**src/rtl/mc_ctrl_pkg.sv**
```systemverilog
// mc_ctrl_pkg: shared encodings for the multi-cycle RV32I control FSM (PC select, opcodes, alu_op, wb_sel, op class)
package mc_ctrl_pkg;
  localparam logic [1:0] PC_STEP = 2'b00;
  localparam logic [1:0] PC_JP_R = 2'b01;
  localparam logic [1:0] PC_JP_F = 2'b10;
  localparam logic [1:0] PC_HOLD = 2'b11;
  localparam logic [6:0] OP_R    = 7'b0110011;
  localparam logic [6:0] OP_I    = 7'b0010011;
  localparam logic [6:0] OP_LUI  = 7'b0110111;
  localparam logic [6:0] OP_LW   = 7'b0000011;
  localparam logic [6:0] OP_SW   = 7'b0100011;
  localparam logic [6:0] OP_BR   = 7'b1100011;
  localparam logic [6:0] OP_JAL  = 7'b1101111;
  localparam logic [6:0] OP_JALR = 7'b1100111;
  localparam logic [1:0] ALU_ADD    = 2'b00;
  localparam logic [1:0] ALU_FUNCT  = 2'b01;
  localparam logic [1:0] ALU_SUB    = 2'b10;
  localparam logic [1:0] ALU_PASS_B = 2'b11;
  localparam logic [1:0] WB_ALU  = 2'b00;
  localparam logic [1:0] WB_MEM  = 2'b01;
  localparam logic [1:0] WB_LINK = 2'b10;
  localparam logic [2:0] F3_BEQ = 3'b000;
  typedef struct packed {
    logic r;
    logic i;
    logic lui;
    logic lw;
    logic sw;
    logic br;
    logic jal;
    logic jalr;
  } op_class_t;
  function automatic logic is_known(input op_class_t c);
    return |c;
  endfunction
endpackage

```
**src/rtl/mc_ctrl_opclass.sv**
```systemverilog
// mc_ctrl_opclass: maps an opcode to a one-hot instruction class (all zero for unknown opcodes)
module mc_ctrl_opclass
  import mc_ctrl_pkg::*;
(
  input  logic [6:0] opcode,
  output op_class_t  cls
);
  always_comb begin
    cls.r    = opcode == OP_R;
    cls.i    = opcode == OP_I;
    cls.lui  = opcode == OP_LUI;
    cls.lw   = opcode == OP_LW;
    cls.sw   = opcode == OP_SW;
    cls.br   = opcode == OP_BR;
    cls.jal  = opcode == OP_JAL;
    cls.jalr = opcode == OP_JALR;
  end
endmodule

```
**src/rtl/mc_ctrl_fsm.sv**
```systemverilog
// mc_ctrl_fsm: FETCH/DECODE/EXEC/MEM/WB control sequencer for the multi-cycle RV32I CPU.
// CTRL_ILLEGAL_HALT_EN: unknown opcodes park the machine in HALT instead of retiring as a NOP.
module mc_ctrl_fsm
  import mc_ctrl_pkg::*;
(
  input  logic       clk,
  input  logic       rst,
  input  logic [6:0] opcode,
  input  logic [2:0] funct3,
  input  logic       alu_zero,
  input  logic       mem_ready,
  output logic       pc_write,
  output logic [1:0] pc_update_sel,
  output logic       ir_write,
  output logic       rs_write,
  output logic       alu_b_sel,
  output logic [1:0] alu_op,
  output logic       mem_read,
  output logic       mem_write,
  output logic       reg_write,
  output logic [1:0] wb_sel,
  output logic       retire,
  output logic       halted
);
  localparam logic [2:0] S_FETCH  = 3'd0;
  localparam logic [2:0] S_DECODE = 3'd1;
  localparam logic [2:0] S_EXEC   = 3'd2;
  localparam logic [2:0] S_MEM    = 3'd3;
  localparam logic [2:0] S_WB     = 3'd4;
`ifdef CTRL_ILLEGAL_HALT_EN
  localparam logic [2:0] S_HALT   = 3'd5;
`endif
  logic [2:0] state, state_nx;
  logic [6:0] op_q;
  logic [2:0] f3_q;
  logic [6:0] dec_op;
  op_class_t  cls;
  logic       taken, pc_we;
  logic [1:0] pc_sel;
  // DECODE classifies the live IR opcode; later states use the latched copy
  assign dec_op = (state == S_DECODE) ? opcode : op_q;
  mc_ctrl_opclass u_opclass (.opcode(dec_op), .cls(cls));
  assign taken = (f3_q == F3_BEQ) ? alu_zero : ~alu_zero;
  always_ff @(posedge clk) begin
    if (rst) begin
      state <= S_FETCH;
      op_q  <= '0;
      f3_q  <= '0;
    end else begin
      state <= state_nx;
      if (state == S_DECODE) begin
        op_q <= opcode;
        f3_q <= funct3;
      end
    end
  end
  always_comb begin
    state_nx  = state;
    pc_we     = 1'b0;
    pc_sel    = PC_STEP;
    ir_write  = 1'b0;
    rs_write  = 1'b0;
    alu_b_sel = 1'b0;
    alu_op    = ALU_ADD;
    mem_read  = 1'b0;
    mem_write = 1'b0;
    reg_write = 1'b0;
    wb_sel    = WB_ALU;
    retire    = 1'b0;
    case (state)
      S_FETCH: begin
        mem_read = 1'b1;
        if (mem_ready) begin
          ir_write = 1'b1;
          pc_we    = 1'b1;
          state_nx = S_DECODE;
        end
      end
      S_DECODE: begin
        rs_write = 1'b1;
        if (is_known(cls)) state_nx = S_EXEC;
`ifdef CTRL_ILLEGAL_HALT_EN
        else state_nx = S_HALT;
`else
        else begin
          retire   = 1'b1;
          state_nx = S_FETCH;
        end
`endif
      end
      S_EXEC: begin
        if (cls.r | cls.i | cls.lui) begin
          alu_op    = cls.lui ? ALU_PASS_B : ALU_FUNCT;
          alu_b_sel = ~cls.r;
          state_nx  = S_WB;
        end else if (cls.lw | cls.sw) begin
          alu_b_sel = 1'b1;
          state_nx  = S_MEM;
        end else if (cls.br) begin
          alu_op   = ALU_SUB;
          pc_we    = taken;
          pc_sel   = PC_JP_R;
          retire   = 1'b1;
          state_nx = S_FETCH;
        end else begin
          alu_b_sel = cls.jalr;
          pc_we     = 1'b1;
          pc_sel    = cls.jalr ? PC_JP_F : PC_JP_R;
          reg_write = 1'b1;
          wb_sel    = WB_LINK;
          retire    = 1'b1;
          state_nx  = S_FETCH;
        end
      end
      S_MEM: begin
        alu_b_sel = 1'b1;
        mem_read  = cls.lw;
        mem_write = cls.sw;
        if (mem_ready) begin
          retire   = cls.sw;
          state_nx = cls.lw ? S_WB : S_FETCH;
        end
      end
      S_WB: begin
        reg_write = 1'b1;
        wb_sel    = cls.lw ? WB_MEM : WB_ALU;
        retire    = 1'b1;
        state_nx  = S_FETCH;
      end
`ifdef CTRL_ILLEGAL_HALT_EN
      S_HALT: state_nx = S_HALT;
`endif
      default: state_nx = S_FETCH;
    endcase
    if (rst) begin
      pc_we     = 1'b0;
      ir_write  = 1'b0;
      rs_write  = 1'b0;
      alu_b_sel = 1'b0;
      alu_op    = ALU_ADD;
      mem_read  = 1'b0;
      mem_write = 1'b0;
      reg_write = 1'b0;
      wb_sel    = WB_ALU;
      retire    = 1'b0;
    end
  end
  assign pc_write      = pc_we;
  assign pc_update_sel = pc_we ? pc_sel : PC_HOLD;
`ifdef CTRL_ILLEGAL_HALT_EN
  assign halted = (state == S_HALT) & ~rst;
`else
  assign halted = 1'b0;
`endif
endmodule

```
**config.mk**
```make
export PLATFORM = sky130hd
export DESIGN_NAME = mc_ctrl_fsm
export DESIGN_NICKNAME = d
export VERILOG_FILES = /design/src/rtl/mc_ctrl_pkg.sv /design/src/rtl/mc_ctrl_opclass.sv /design/src/rtl/mc_ctrl_fsm.sv
export SDC_FILE = /design/constraint.sdc
export NUM_CORES = 1
export LEC_CHECK = 0
export ABC_AREA = 1
export CORE_ASPECT_RATIO = 0.7
export CORE_MARGIN = 10
export CORE_UTILIZATION = 49
export DETAILED_ROUTE_END_ITERATION = 8
export GPL_TIMING_DRIVEN = 0
export PLACE_DENSITY_LB_ADDON = 0.3
export SYNTH_ARGS = -nofsm -noshare
export SYNTH_HDL_FRONTEND = slang
export SYNTH_SLANG_ARGS = --single-unit
```
**constraint.sdc**
```tcl
create_clock -name clk -period 4.55 [get_ports clk]
set_input_delay 1.1375 -clock clk [delete_from_list [all_inputs] [get_ports clk]]
set_output_delay 1.1375 -clock clk [all_outputs]
set_load 0.05 [all_outputs]
```
==> out/results.ini <==
[setup_path]
worstReg2RegStart = state[0]
cp.required_ps = 3410
crit_path_start = opcode[0]
rr_endpoint = state[1]
crit_path_start_kind = input pin
worst-setup-path-type = in -> out
rrSetupSlack_ps = 2700
arrival_ps = 3210
reg2reg_depth = 14
worstPathMaxFanout = 3
cp-end-kind = primary output
crit_end = pc_update_sel[0]

[clock_network]
insertion_delay_ps = 290
cts_tree = built
root_buffer = clkbuf_4
clk_pin_slew_worst_paths_ps = 90
post_cts_buffers = 0
cts_made_buffers = 3
cts_sinks = 13
htree_levels = 1
cts_buffer_depth = 2

[sta]
finClkSkew_ps = 11.9
fin_crit_sh_pct = 95.6
worst_pin_slew_ps = 540
hold_viol = 0
layout_min_cycle_time_ps = 4350
relSlewSlack_pct = 63.7
setup-violations-final = 0
fin_ws_ps = 200
max_freq_mhz = 230
grt_setup_unrepaired = false
final_max_slew_viol_count = 0
hold_slack_ps = 466

[power]
vdd_drop_max_v = 0.000192
power_density_nw_per_um2 = 217
finalPower_w = 0.000273
power_leakage_nw = 0.672

[synth]
yosysWarnings = 0
syn_nets = 164
syn_inst = 150
syn_area_sq_um = 917
synth.avg_cell_area_sq_um = 6.11
ys_seq_area_share_pct = 28.4
ys_types = 28
synth-seq-cells = 13

[route]
vias = 1101
ant_nets = 0
routed_wl_microns = 2950
drt_iter0_markers = 71
firstDrtPassIters = 4
via_per_inst = 5.45
wl_per_cell_microns = 14.6
route.detailed.drc = 0

[layout]
final_common_cell = nand2_1
stdcell_area_sq_um = 1260
final_util_pct = 74.7
final_layout_size_suffix_gt1_share_pct = 12.2
syn2layout_area_growth_pct = 37.0
ff_latch_area_sq_um = 260
multi_input_area_sq_um = 547
final_cell_mix = 40 x nand2_1, 16 x inv_1, 16 x clkdlybuf4s50_1
n_antenna_cell = 0
fin_nets = 196
fillers = 145

[global_route]
grt_max_degree = 11
grt_usage_pct = 14.3
antenna_found_initial = 0
grt_overflow = 0
grt_pass1_wl_microns = 4850
grt_pass1_vias = 1123

[die]
io_pins = 29
design.die.area_sq_um = 4030
core_sq_um = 1680
fp.dieH_microns = 56.2
start_util_pct = 54.5
fp-row-count = 12
die-width_microns = 71.7

[place]
placed_area_sq_um = 1210
portBuffers = 27
gp_congestion = 0.840
pre_cts_ws_ps = -25.1
place_hpwl_microns = 2370

[hold_path]
worstHoldPathType = reg -> reg

[flow_run]
drv_cap = 0

[status]
outcome = completed

cells in the mapped netlist:
cell type	n	area, sq um
nand3b_1	3	22.5
o21ai_0	5	25.0
nand3_4	1	17.5
nand3_1	13	65.1
inv_2	4	15.0
xor2_1	1	8.76
nor2_1	14	52.6
buf_4	1	7.51
o21ai_2	1	8.76
nor4_1	1	6.26
nand2_1	40	150
o211ai_1	1	7.51
a211oi_1	2	15.0
buf_6	1	11.3
dfxtp_1	13	260
nand4_1	1	6.26
a31oi_1	1	6.26
buf_2	1	5.00
clkinv_1	1	3.75
inv_1	16	60.1
nor2_2	5	31.3
a21oi_1	13	65.1
nand2_2	3	18.8
nor2_4	1	11.3
clkbuf_1	2	7.51
nor3_1	3	15.0
nand3_2	1	10.0
conb_1	1	3.75
cell families (layout without fill, tap and decap cells):
family	count (synthesis)	in the layout	share of synthesized area, %
AOI/OAI and AO/OA	23	23	13.9
other	1	1	0.409
and+or+nand+nor	86	86	44.3
xor gates and xnor gates	1	1	0.955
DFF	13	13	28.4
buffers and inverters	26	57	12.0
state kept, by name, summed over array words and instances (netlist names):
| name | count |
|---|---|
| state | 3 |
| op_q | 7 |
| f3_q | 3 |
critical path, cell delays in order:
cell and delay [ps]:
clkdlybuf4s50_1 460, nand4_1 120, nand2_1 90, nand2_1 80
clkinv_1 90, nand2_1 100, inv_1 110, nand2_1 110
o21ai_2 180, nand2_1 90, nand3_1 80, dlygate4sd2_1 550
routing by layer:
metal  routed length (microns)  GRT usage (%)  share of wire (%)  vias up
met4                        38           2.47                1.3        0
met2                      1430           25.0                 49       61
li1                          -              -                  -      542
met3                       362           7.30                 12        6
met1                      1120           15.0                 38      492
met5                         0              0                  0        -
area by class of cell:
cell class	count	area share, %
flip-flops and latches	13	20.7
multi-input cells	111	43.5
clock buffers	4	2.09
repair buffers	27	22.8
inverters	21	6.27
plain buffers	5	2.49
well taps	21	2.09
worst min-delay path by stage:
| stage | startpoint | slack (ps) | depth (start not counted) | endpoint |
|---|---|---|---|---|
| final | f3_q[2] | 470 | 2 | f3_q[2] |
| after global routing | f3_q[2] | 500 | 2 | f3_q[2] |
| after CTS | f3_q[2] | 460 | 2 | f3_q[2] |
| after detailed placement | f3_q[2] | 450 | 2 | f3_q[2] |
| after global placement | f3_q[1] | 440 | 2 | f3_q[1] |
| after floorplan | f3_q[2] | 430 | 2 | f3_q[2] |
power breakdown:
part | total, W | switching [W] | internal [W]
Clock | 0.0000752 | 0.0000412 | 0.0000341
Combinational | 0.0000754 | 0.0000470 | 0.0000284
Sequential | 0.000122 | 0.00000291 | 0.000120
Total | 0.000273 | 0.0000911 | 0.000182
through the flow:
stage	TNS (ps)	std cells
after floorplan	0	150
after global placement	0	198
after detailed placement	-37.6	198
after CTS	0	202
after global routing	0	202
final	0	202
what timing repair did:
item                                    CTS  global route
resized for setup                         3             8
hold buffers                              0             0
endpoints found under the setup margin    3             8
hold endpoints to repair                  0             0
No activity file was read; power rests on OpenSTA's default activity.
